[config.mk]
export PLATFORM = sky130hd
export DESIGN_NAME = read_cache_flat
export DESIGN_NICKNAME = d
export VERILOG_FILES = /design/src/rtl/read_cache_pkg.sv /design/src/rtl/read_cache_if.sv /design/src/rtl/read_cache_array.sv /design/src/rtl/read_cache.sv /design/src/flat_wrapper.sv
export SDC_FILE = /design/constraint.sdc
export NUM_CORES = 2
export LEC_CHECK = 0
export ABC_AREA = 0
export CAP_MARGIN = 20
export CORE_UTILIZATION = 53
export DETAILED_ROUTE_END_ITERATION = 10
export PLACE_DENSITY_LB_ADDON = 0.05
export SYNTH_ARGS = -nofsm -noshare
export SYNTH_HDL_FRONTEND = slang
export SYNTH_SLANG_ARGS = --single-unit
[constraint.sdc]
create_clock -name clk_i -period 22.7 [get_ports clk_i]
set_clock_uncertainty 0.2 [all_clocks]
set_input_delay 6.81 -clock clk_i [delete_from_list [all_inputs] [get_ports clk_i]]
set_output_delay 6.81 -clock clk_i [all_outputs]
set_load 0.01 [all_outputs]
[src/rtl/read_cache_pkg.sv]
// Shared widths, FSM state type and line-word select for the read cache.
package read_cache_pkg;

   localparam int unsigned ADDR_W = 16;
   localparam int unsigned WORD_W = 32;
   localparam int unsigned LINE_W = 128;
   localparam int unsigned OFFS_W = 2;

   typedef enum logic [0:0] {
      StIdle,
      StFill
   } state_e;

   // Word k of a line sits at bits [32k+31:32k].
   function automatic logic [WORD_W-1:0] line_word(input logic [LINE_W-1:0] line,
                                                   input logic [OFFS_W-1:0] offs);
      return line[offs*WORD_W +: WORD_W];
   endfunction

endpackage

[src/rtl/read_cache_if.sv]
// CPU request/response and memory line-read signals of the read cache.
// With RCACHE_SNOOP_EN defined, the snooped memory write port is added.
interface read_cache_if;
   import read_cache_pkg::*;

   logic              req;
   logic [ADDR_W-1:0] req_addr;
   logic              ready;
   logic              resp_valid;
   logic [WORD_W-1:0] resp_data;
   logic              flush;
   logic              mem_le;
   logic [ADDR_W-1:0] mem_raddr;
   logic [LINE_W-1:0] mem_rdata;
`ifdef RCACHE_SNOOP_EN
   logic              mem_we;
   logic [ADDR_W-1:0] mem_waddr;

   modport slave (
      input  req, req_addr, flush, mem_rdata, mem_we, mem_waddr,
      output ready, resp_valid, resp_data, mem_le, mem_raddr
   );

   modport master (
      output req, req_addr, flush, mem_rdata, mem_we, mem_waddr,
      input  ready, resp_valid, resp_data, mem_le, mem_raddr
   );
`else
   modport slave (
      input  req, req_addr, flush, mem_rdata,
      output ready, resp_valid, resp_data, mem_le, mem_raddr
   );

   modport master (
      output req, req_addr, flush, mem_rdata,
      input  ready, resp_valid, resp_data, mem_le, mem_raddr
   );
`endif

endinterface

[src/rtl/read_cache_array.sv]
// Valid/tag/data storage: one combinational read port, one write port,
// tag-qualified invalidate-by-index and clear-all.
module read_cache_array
   import read_cache_pkg::*;
#(
   parameter int unsigned LINES = 16,
   parameter int unsigned IDX_W = $clog2(LINES),
   parameter int unsigned TAG_W = ADDR_W - OFFS_W - IDX_W
) (
   input  logic              clk_i,
   input  logic              rst_i,
   input  logic [IDX_W-1:0]  rd_idx_i,
   output logic              rd_valid_o,
   output logic [TAG_W-1:0]  rd_tag_o,
   output logic [LINE_W-1:0] rd_data_o,
   input  logic              wr_en_i,
   input  logic [IDX_W-1:0]  wr_idx_i,
   input  logic [TAG_W-1:0]  wr_tag_i,
   input  logic [LINE_W-1:0] wr_data_i,
   input  logic              inv_en_i,
   input  logic [IDX_W-1:0]  inv_idx_i,
   input  logic [TAG_W-1:0]  inv_tag_i,
   input  logic              clr_i
);

   logic [LINES-1:0]  valid_q, valid_d;
   logic [TAG_W-1:0]  tag_q  [LINES];
   logic [LINE_W-1:0] data_q [LINES];

   assign rd_valid_o = valid_q[rd_idx_i];
   assign rd_tag_o   = tag_q[rd_idx_i];
   assign rd_data_o  = data_q[rd_idx_i];

   // Valid next-state: clear-all, then invalidate, then install (install wins).
   always_comb begin
      valid_d = valid_q;
      if (clr_i) begin
         valid_d = '0;
      end
      if (inv_en_i && valid_q[inv_idx_i] && (tag_q[inv_idx_i] == inv_tag_i)) begin
         valid_d[inv_idx_i] = 1'b0;
      end
      if (wr_en_i) begin
         valid_d[wr_idx_i] = 1'b1;
      end
   end

   // Valid bits are the only reset state; tag/data are gated by valid.
   always_ff @(posedge clk_i) begin
      if (rst_i) begin
         valid_q <= '0;
      end else begin
         valid_q <= valid_d;
      end
   end

   // Tag and data storage written on install.
   always_ff @(posedge clk_i) begin
      if (wr_en_i) begin
         tag_q[wr_idx_i]  <= wr_tag_i;
         data_q[wr_idx_i] <= wr_data_i;
      end
   end

endmodule

[src/rtl/read_cache.sv]
// Direct-mapped read-only line cache: FSM, fill counter, address split,
// snoop compare and response register. Optional store snooping is enabled
// by defining RCACHE_SNOOP_EN.
module read_cache
   import read_cache_pkg::*;
#(
   parameter int unsigned LINES    = 16,
   parameter int unsigned FILL_LAT = 2
) (
   input logic         clk_i,
   input logic         rst_i,
   read_cache_if.slave bus_io
);

   localparam int unsigned IDX_W    = $clog2(LINES);
   localparam int unsigned TAG_W    = ADDR_W - OFFS_W - IDX_W;
   localparam int unsigned LADDR_W  = ADDR_W - OFFS_W;
   localparam logic [7:0]  LAST_CNT = 8'(FILL_LAT - 1);

   state_e              state_q, state_d;
   logic [7:0]          cnt_q, cnt_d;
   logic                mem_le_q, mem_le_d;
   logic [ADDR_W-1:0]   mem_raddr_q, mem_raddr_d;
   logic [OFFS_W-1:0]   offs_q, offs_d;
   logic                resp_valid_q, resp_valid_d;
   logic [WORD_W-1:0]   resp_data_q, resp_data_d;
   logic                ready;

   logic [OFFS_W-1:0]   req_offs;
   logic [IDX_W-1:0]    req_idx;
   logic [TAG_W-1:0]    req_tag;
   logic                rd_valid;
   logic [TAG_W-1:0]    rd_tag;
   logic [LINE_W-1:0]   rd_data;
   logic                hit;
   logic                wr_en;

   logic                snoop_we;
   logic [LADDR_W-1:0]  snoop_line;
   logic                snoop_req;
   logic                snoop_fill;

   assign req_offs = bus_io.req_addr[OFFS_W-1:0];
   assign req_idx  = bus_io.req_addr[OFFS_W +: IDX_W];
   assign req_tag  = bus_io.req_addr[ADDR_W-1 -: TAG_W];

`ifdef RCACHE_SNOOP_EN
   assign snoop_we   = bus_io.mem_we;
   assign snoop_line = bus_io.mem_waddr[ADDR_W-1:OFFS_W];
`else
   assign snoop_we   = 1'b0;
   assign snoop_line = '0;
`endif

   // A store to the looked-up line forces a miss; a store to the line in
   // flight restarts the fill so pre-store data is never installed.
   assign snoop_req  = snoop_we && (snoop_line == bus_io.req_addr[ADDR_W-1:OFFS_W]);
   assign snoop_fill = snoop_we && (snoop_line == mem_raddr_q[ADDR_W-1:OFFS_W]);
   assign hit        = rd_valid && (rd_tag == req_tag) && !snoop_req;

   read_cache_array #(
      .LINES (LINES),
      .IDX_W (IDX_W),
      .TAG_W (TAG_W)
   ) u_array (
      .clk_i      (clk_i),
      .rst_i      (rst_i),
      .rd_idx_i   (req_idx),
      .rd_valid_o (rd_valid),
      .rd_tag_o   (rd_tag),
      .rd_data_o  (rd_data),
      .wr_en_i    (wr_en),
      .wr_idx_i   (mem_raddr_q[OFFS_W +: IDX_W]),
      .wr_tag_i   (mem_raddr_q[ADDR_W-1 -: TAG_W]),
      .wr_data_i  (bus_io.mem_rdata),
      .inv_en_i   (snoop_we),
      .inv_idx_i  (snoop_line[IDX_W-1:0]),
      .inv_tag_i  (snoop_line[LADDR_W-1 -: TAG_W]),
      .clr_i      (bus_io.flush)
   );

   // Next-state, lookup/accept and fill completion.
   always_comb begin
      state_d      = state_q;
      cnt_d        = cnt_q;
      mem_le_d     = mem_le_q;
      mem_raddr_d  = mem_raddr_q;
      offs_d       = offs_q;
      resp_valid_d = 1'b0;
      resp_data_d  = resp_data_q;
      wr_en        = 1'b0;
      ready        = 1'b0;
      unique case (state_q)
         StIdle: begin
            ready = !bus_io.flush;
            if (bus_io.req && ready) begin
               if (hit) begin
                  resp_valid_d = 1'b1;
                  resp_data_d  = line_word(rd_data, req_offs);
               end else begin
                  state_d     = StFill;
                  mem_le_d    = 1'b1;
                  mem_raddr_d = {bus_io.req_addr[ADDR_W-1:OFFS_W], {OFFS_W{1'b0}}};
                  offs_d      = req_offs;
                  cnt_d       = '0;
               end
            end
         end
         StFill: begin
            if (snoop_fill) begin
               cnt_d = '0;
            end else if (cnt_q == LAST_CNT) begin
               wr_en        = 1'b1;
               resp_valid_d = 1'b1;
               resp_data_d  = line_word(bus_io.mem_rdata, offs_q);
               mem_le_d     = 1'b0;
               cnt_d        = '0;
               state_d      = StIdle;
            end else begin
               cnt_d = cnt_q + 8'd1;
            end
         end
      endcase
   end

   // State, fill address and response registers with synchronous reset.
   always_ff @(posedge clk_i) begin
      if (rst_i) begin
         state_q      <= StIdle;
         cnt_q        <= '0;
         mem_le_q     <= 1'b0;
         mem_raddr_q  <= '0;
         offs_q       <= '0;
         resp_valid_q <= 1'b0;
         resp_data_q  <= '0;
      end else begin
         state_q      <= state_d;
         cnt_q        <= cnt_d;
         mem_le_q     <= mem_le_d;
         mem_raddr_q  <= mem_raddr_d;
         offs_q       <= offs_d;
         resp_valid_q <= resp_valid_d;
         resp_data_q  <= resp_data_d;
      end
   end

   assign bus_io.ready      = ready;
   assign bus_io.resp_valid = resp_valid_q;
   assign bus_io.resp_data  = resp_data_q;
   assign bus_io.mem_le     = mem_le_q;
   assign bus_io.mem_raddr  = mem_raddr_q;

endmodule

[src/flat_wrapper.sv]
// flat-port wrapper written by rule: the top's interface ports become plain ports
module read_cache_flat import read_cache_pkg::*;
#(
   parameter int unsigned LINES    = 16,
   parameter int unsigned FILL_LAT = 2
)
  (clk_i, rst_i, bus_io_req, bus_io_req_addr, bus_io_flush, bus_io_mem_rdata, bus_io_ready, bus_io_resp_valid, bus_io_resp_data, bus_io_mem_le, bus_io_mem_raddr);
  read_cache_if bus_io_i ();
  input logic clk_i;
  input logic rst_i;
  input wire logic [$bits(bus_io_i.req)-1:0] bus_io_req;
  input wire logic [$bits(bus_io_i.req_addr)-1:0] bus_io_req_addr;
  input wire logic [$bits(bus_io_i.flush)-1:0] bus_io_flush;
  input wire logic [$bits(bus_io_i.mem_rdata)-1:0] bus_io_mem_rdata;
  output wire logic [$bits(bus_io_i.ready)-1:0] bus_io_ready;
  output wire logic [$bits(bus_io_i.resp_valid)-1:0] bus_io_resp_valid;
  output wire logic [$bits(bus_io_i.resp_data)-1:0] bus_io_resp_data;
  output wire logic [$bits(bus_io_i.mem_le)-1:0] bus_io_mem_le;
  output wire logic [$bits(bus_io_i.mem_raddr)-1:0] bus_io_mem_raddr;
  assign bus_io_i.req = bus_io_req;
  assign bus_io_i.req_addr = bus_io_req_addr;
  assign bus_io_i.flush = bus_io_flush;
  assign bus_io_i.mem_rdata = bus_io_mem_rdata;
  assign bus_io_ready = bus_io_i.ready;
  assign bus_io_resp_valid = bus_io_i.resp_valid;
  assign bus_io_resp_data = bus_io_i.resp_data;
  assign bus_io_mem_le = bus_io_i.mem_le;
  assign bus_io_mem_raddr = bus_io_i.mem_raddr;
  read_cache #(.LINES(LINES), .FILL_LAT(FILL_LAT)) u_core (.clk_i(clk_i), .rst_i(rst_i), .bus_io(bus_io_i));
endmodule
# Word-level counts from Yosys, hierarchy flattened
# Memories as Yosys holds them, arrays and structs flattened.
# Index checks and enable logic that the tools add are counted.
# classes
add_sub_neg	1
eq_ne	6
bitwise	3
n_shift	2
n_reduce_logical	8
muxes	30
n_lt_le_gt_ge	3
# ops
cell	count
$shiftx 128x8->32	2
$mux 32	3
$pmux 32 s2	1
$mux 16	2
$mux 8	3
$or 16x16->16	1
$pmux 8 s2	1
$mux 1	15
$eq 10x10->1	1
$lt 4x5->1 const B	2
$reduce_and 3->1	3
$add 8x1->8 const B	1
$eq 8x1->1 const B	1
$pmux 1 s2	3
$bmux 1 s4	1
$demux 1 s4	1
$ge 4x1->1 const B	1
$ne 2x1->1 const B	2
$ne 2x2->1 const B	2
$logic_and 1x1->1	3
$not 1->1	2
$reduce_and 2->1	1
$logic_not 1->1	1
# word_totals
ff_bits	75
memories	2
out_inout_bits	51
in_bits	148
wordCells	63
mem_bits_rw	2208
# mem_list
memory	depth	word_bits	rd	rd_clocked_by_memory_dff	wr	line_no	rtl
u_core.u_array.data_q	16	128	1	0	1	read_cache_array.sv:28	logic [LINE_W-1:0] data_q [LINES];
u_core.u_array.tag_q	16	10	1	0	1	read_cache_array.sv:27	logic [TAG_W-1:0] tag_q [LINES];

# Depth between registers and ports, before layout
# depth
depth_word	6
ltp_mapped	15
ltp_nobuf	10

# Hierarchy
# A second synthesis with hierarchy kept.
# unflattened
cells_unflattened	3798
area_unflattened_um2	89900.0
# modules_own_cells
module	area_per_inst_um2	cells_each	instances	seq_area_each_um2
read_cache_array	85542.0	3401	1	66623.9
read_cache	4357.9	397	1	1181.1

# Worst setup path after synthesis
# OpenSTA, ideal clock, no wires.
# synth_timing
path_type	in2out
from	input bus_io_flush
to	output bus_io_ready
arrival_ps	6967
n_path_buf	0
stages	1
slack_ps	8723
required_time_ps	15690
path_cell_list	nor2_1
# synth_between
elab_chain_len	2
# synth_rtl
item	line_no	rtl
from (decl)	flat_wrapper.sv:13	input wire logic [$bits(bus_io_i.flush)-1:0] bus_io_flush;
$logic_not 1->1	read_cache.sv:95	ready = !bus_io.flush;
$mux 1	read_cache.sv:93	unique case (state_q)
to (decl)	flat_wrapper.sv:15	output wire logic [$bits(bus_io_i.ready)-1:0] bus_io_ready;
# Every way passes these cells.

# Worst setup path after layout
# Ends and elaborated chain as after synthesis.

==> impl_metrics.env <==
export IMPL_vias_per_cell=6.41
export IMPL_ctsHoldBuffers=0
export IMPL_synth_edf_count=2208
export IMPL_grt_antenna_before_repair=24
export IMPL_p_clk_share_pct=42.1
export IMPL_pwr_share_comb_pct=4.9
export IMPL_yosysWarnings=0
export IMPL_critPathLaunchType="primary input"
export IMPL_ys_flop_type="edfxtp_1"
export IMPL_rows=149
export IMPL_dp_hpwl_um=116000
export IMPL_fin_nets=4169
export IMPL_crit_required_ps=15690
export IMPL_synth_area_leaders="edfxtp_1 (75%), mux4_2 (17%), dfxtp_1 (1.7%), mux2_2 (1.3%), a221oi_2 (0.52%)"
export IMPL_clk_path_buf_depth=3
export IMPL_ff2ff_path_depth=10
export IMPL_grt_max_degree=136
export IMPL_async_flop_share_pct=0
export IMPL_power_density_mw_per_mm2=87.1
export IMPL_yosysTopAreaCell="edfxtp_1"
export IMPL_gr_total_overflow=0
export IMPL_core_mm2=0.166
export IMPL_maxSlewHeadroom_pct=24.8
export IMPL_gp_congestion=0.778
export IMPL_fin_util_pct=60.6
export IMPL_path_clk_slew_ps=60
export IMPL_cp_cell_sequence="clkdlybuf4s50_1 > nor2_1 > clkdlybuf4s50_1"
export IMPL_cp_top_family="buffers and inverters"
export IMPL_die_area_mm2=0.169
export IMPL_grt_pass1_wl_um=312000
export IMPL_postCtsSetupBuffers=0
export IMPL_drc_errors=0
export IMPL_seqPwrFrac_pct=53.0
export IMPL_fin_ws_ps=7770
export IMPL_path_class="primary input to output pin"
export IMPL_status="finished, final reports clean"
export IMPL_areaGrowthSynthToFinish_pct=13.2
export IMPL_period_minus_slack_ps=14930
export IMPL_r2r_start="u_core.cnt_q[1]"
export IMPL_cts_root_buf="clkbuf_16"
export IMPL_grt_pass1_vias=43400
export IMPL_critical_path_peak_fanout=2
export IMPL_wl_per_cell_um=34.1
export IMPL_cp_common_cell="clkdlybuf4s50_1"
export IMPL_fmax_mhz=67.0
export IMPL_min_delay_start="u_core.u_array.valid_q[9]"
export IMPL_drt_initial_drc_count=4239
export IMPL_cell_internal_pwr_uw=6950
export IMPL_io_buffers=196
export IMPL_antenna_left=0
export IMPL_ios=199
export IMPL_ctsResizeCount=0
export IMPL_path_buf_inv=2
export IMPL_critPathSlowestCell="clkdlybuf4s50_1"
export IMPL_slowest_delay_ps=550
export IMPL_cts_buffers=225
export IMPL_grt_usage_pct=26.3
export IMPL_period_share_pct=65.8
export IMPL_htreeDepth=4
export IMPL_cts_tree="done"
export IMPL_rsz0062_at_grt="no"
export IMPL_synthCells=3729
export IMPL_worst_setup_path_end_kind="output pin"
export IMPL_timing_max_cap_violations=0
export IMPL_die_x_um=411
export IMPL_vdd_drop_max_uv=97.5
export IMPL_synth_top_area_share_pct=74.8
export IMPL_whs_endpoint="u_core.u_array.valid_q[9]"
export IMPL_worst_slew_pin_transition_ps=1130
export IMPL_p_sw_share_pct=20.5
export IMPL_syn_avg_cell_area_um2=23.8
export IMPL_ys_seq_area_share_pct=76.5
export IMPL_start_util_pct=53.6
export IMPL_dpl_worst_slack_ps=7770
export IMPL_setup_viol=0
export IMPL_drive_above_1_share_pct=30.0
export IMPL_rrSetupSlack_ps=16690
export IMPL_r2r_end="u_core.u_array.data_q[15][68]"
export IMPL_routed_wl_um=218000
export IMPL_cts_sinks=2283
export IMPL_hold_viol=0
export IMPL_hp_class="flip-flop to flip-flop"
export IMPL_syn_cell_area_mm2=0.0887
export IMPL_vias=41100
export IMPL_slew_violations=0
export IMPL_leakagePower_uw=0.0313
export IMPL_firstDrtPassIters=5
export IMPL_tns_ps=0
export IMPL_clk_latency_ps=850
export IMPL_hold_depth=2
export IMPL_p_sw_uw=1790
export IMPL_worst_ep_arrival_time_ps=7920
export IMPL_die_h_um=411
export IMPL_ys_ff_latch=2283
export IMPL_synth_distinct_cells=59
-- cell usage after synthesis (all sizes together) (4+ instances only) --
| cell type | count |
|---|---|
| and3 | 4 |
| nor2 | 35 |
| dlygate4sd1 | 6 |
| and2 | 7 |
| mux2 | 101 |
| a221oi | 36 |
| o22ai | 34 |
| xor2 | 4 |
| inv | 18 |
| nor3 | 68 |
| a211oi | 37 |
| nand2 | 42 |
| mux4 | 677 |
| nor2b | 39 |
| a21oi | 29 |
| nand2b | 5 |
| o21ai | 4 |
| nand3 | 9 |
| buf | 143 |
| edfxtp | 2208 |
| clkbuf | 68 |
| dfxtp | 75 |
| mux2i | 37 |
-- per-stage QoR --
stage	hold WS (ps)	instance area, µm²	std cells	total power [µW]
floorplan	233	88700	3730	4980
global placement	242	92900	5975	5140
detailed placement	261	92900	5978	5150
CTS	274	100000	6399	8810
global route	296	100000	6405	8970
finish	277	100000	6407	8740
-- cell usage in the layout (no fill, tap or decap), types with 5 or more instances in the layout --
cell             instances
a211oi_1                 7
mux2_2                 101
buf_4                   77
a221oi_2                31
inv_6                    9
mux4_1                  17
a221oi_1                 5
clkbuf_16              227
nand3_1                  9
nand2_1                 41
mux4_2                 660
nor2_1                  32
nor2b_1                 39
a211oi_2                30
dfxtp_1                 72
inv_8                   14
nor3_1                  68
clkinv_2                42
clkbuf_1                57
diode_2                  5
clkinv_1                41
mux2i_1                 37
clkbuf_8                13
clkdlybuf4s50_1        191
edfxtp_1              2208
bufinv_16               23
o22ai_1                 34
and2_1                   6
a21oi_1                 29
-- worst max path at each step --
stage | from | end | slack [ps] | depth (start not counted)
finish | bus_io_flush | bus_io_ready | 7770 | 3
global placement | bus_io_flush | bus_io_ready | 7720 | 3
CTS | bus_io_flush | bus_io_ready | 7760 | 3
detailed placement | bus_io_flush | bus_io_ready | 7770 | 3
global route | bus_io_flush | bus_io_ready | 7720 | 3
floorplan | bus_io_flush | bus_io_ready | 8720 | 1
-- logic make-up after synthesis --
family / synth area share (%)
XOR/XNOR: 0.0692
buffers and inverters: 1.48
AO/OA/AOI/OAI: 1.68
flip-flops: 76.5
multiplexers: 19.0
other: 0.00423
adder cells (fa/ha/maj): 0.0282
AND/OR/NAND/NOR: 1.29
-- tightest hold or removal path, cell delays in order, from the launching register on --
cell and delay (ps):
dfxtp_1 310, nand2_1 60, a21oi_1 60
-- power by group through the flow --
stage | Combinational (µW) | Sequential [µW] | Clock [µW]
2_1_floorplan | 260 | 4720 | 0
3_3_place_gp | 421 | 4720 | 0
3_5_place_dp | 432 | 4720 | 0
4_1_cts | 433 | 4630 | 3740
5_1_grt | 453 | 4630 | 3890
6_report | 428 | 4630 | 3680
-- routing by layer --
| layer | wire, µm | up-vias | track usage (%) |
|---|---|---|---|
| met5 | 130 | - | 0 |
| met4 | 5080 | 22 | 7.13 |
| met3 | 14200 | 347 | 4.73 |
| met2 | 112000 | 1571 | 44.2 |
| met1 | 87500 | 22400 | 35.6 |
| li1 | - | 16700 | - |
-- sequential cells by signal, indices dropped and copies added, names as in the netlist --
name	count
u_core.bus_io.mem_le	1
u_core.bus_io.mem_raddr	14
u_core.bus_io.resp_data	32
u_core.bus_io.resp_valid	1
u_core.cnt_q	8
u_core.offs_q	2
u_core.state_q	1
u_core.u_array.data_q	2048
u_core.u_array.tag_q	160
u_core.u_array.valid_q	16
-- cell type report --
class | instances | area [µm²]
Antenna cell | 5 | 12.5
Fill cell | 11300 | 65200
Sequential cell | 2283 | 67800
Clock inverter | 124 | 1240
Timing Repair Buffer | 279 | 2720
Inverter | 19 | 176
Tap cell | 2189 | 2740
Multi-Input combinational cell | 1211 | 19600
Clock buffer | 297 | 6070
Note: power is estimated with default switching activity, not from simulation.
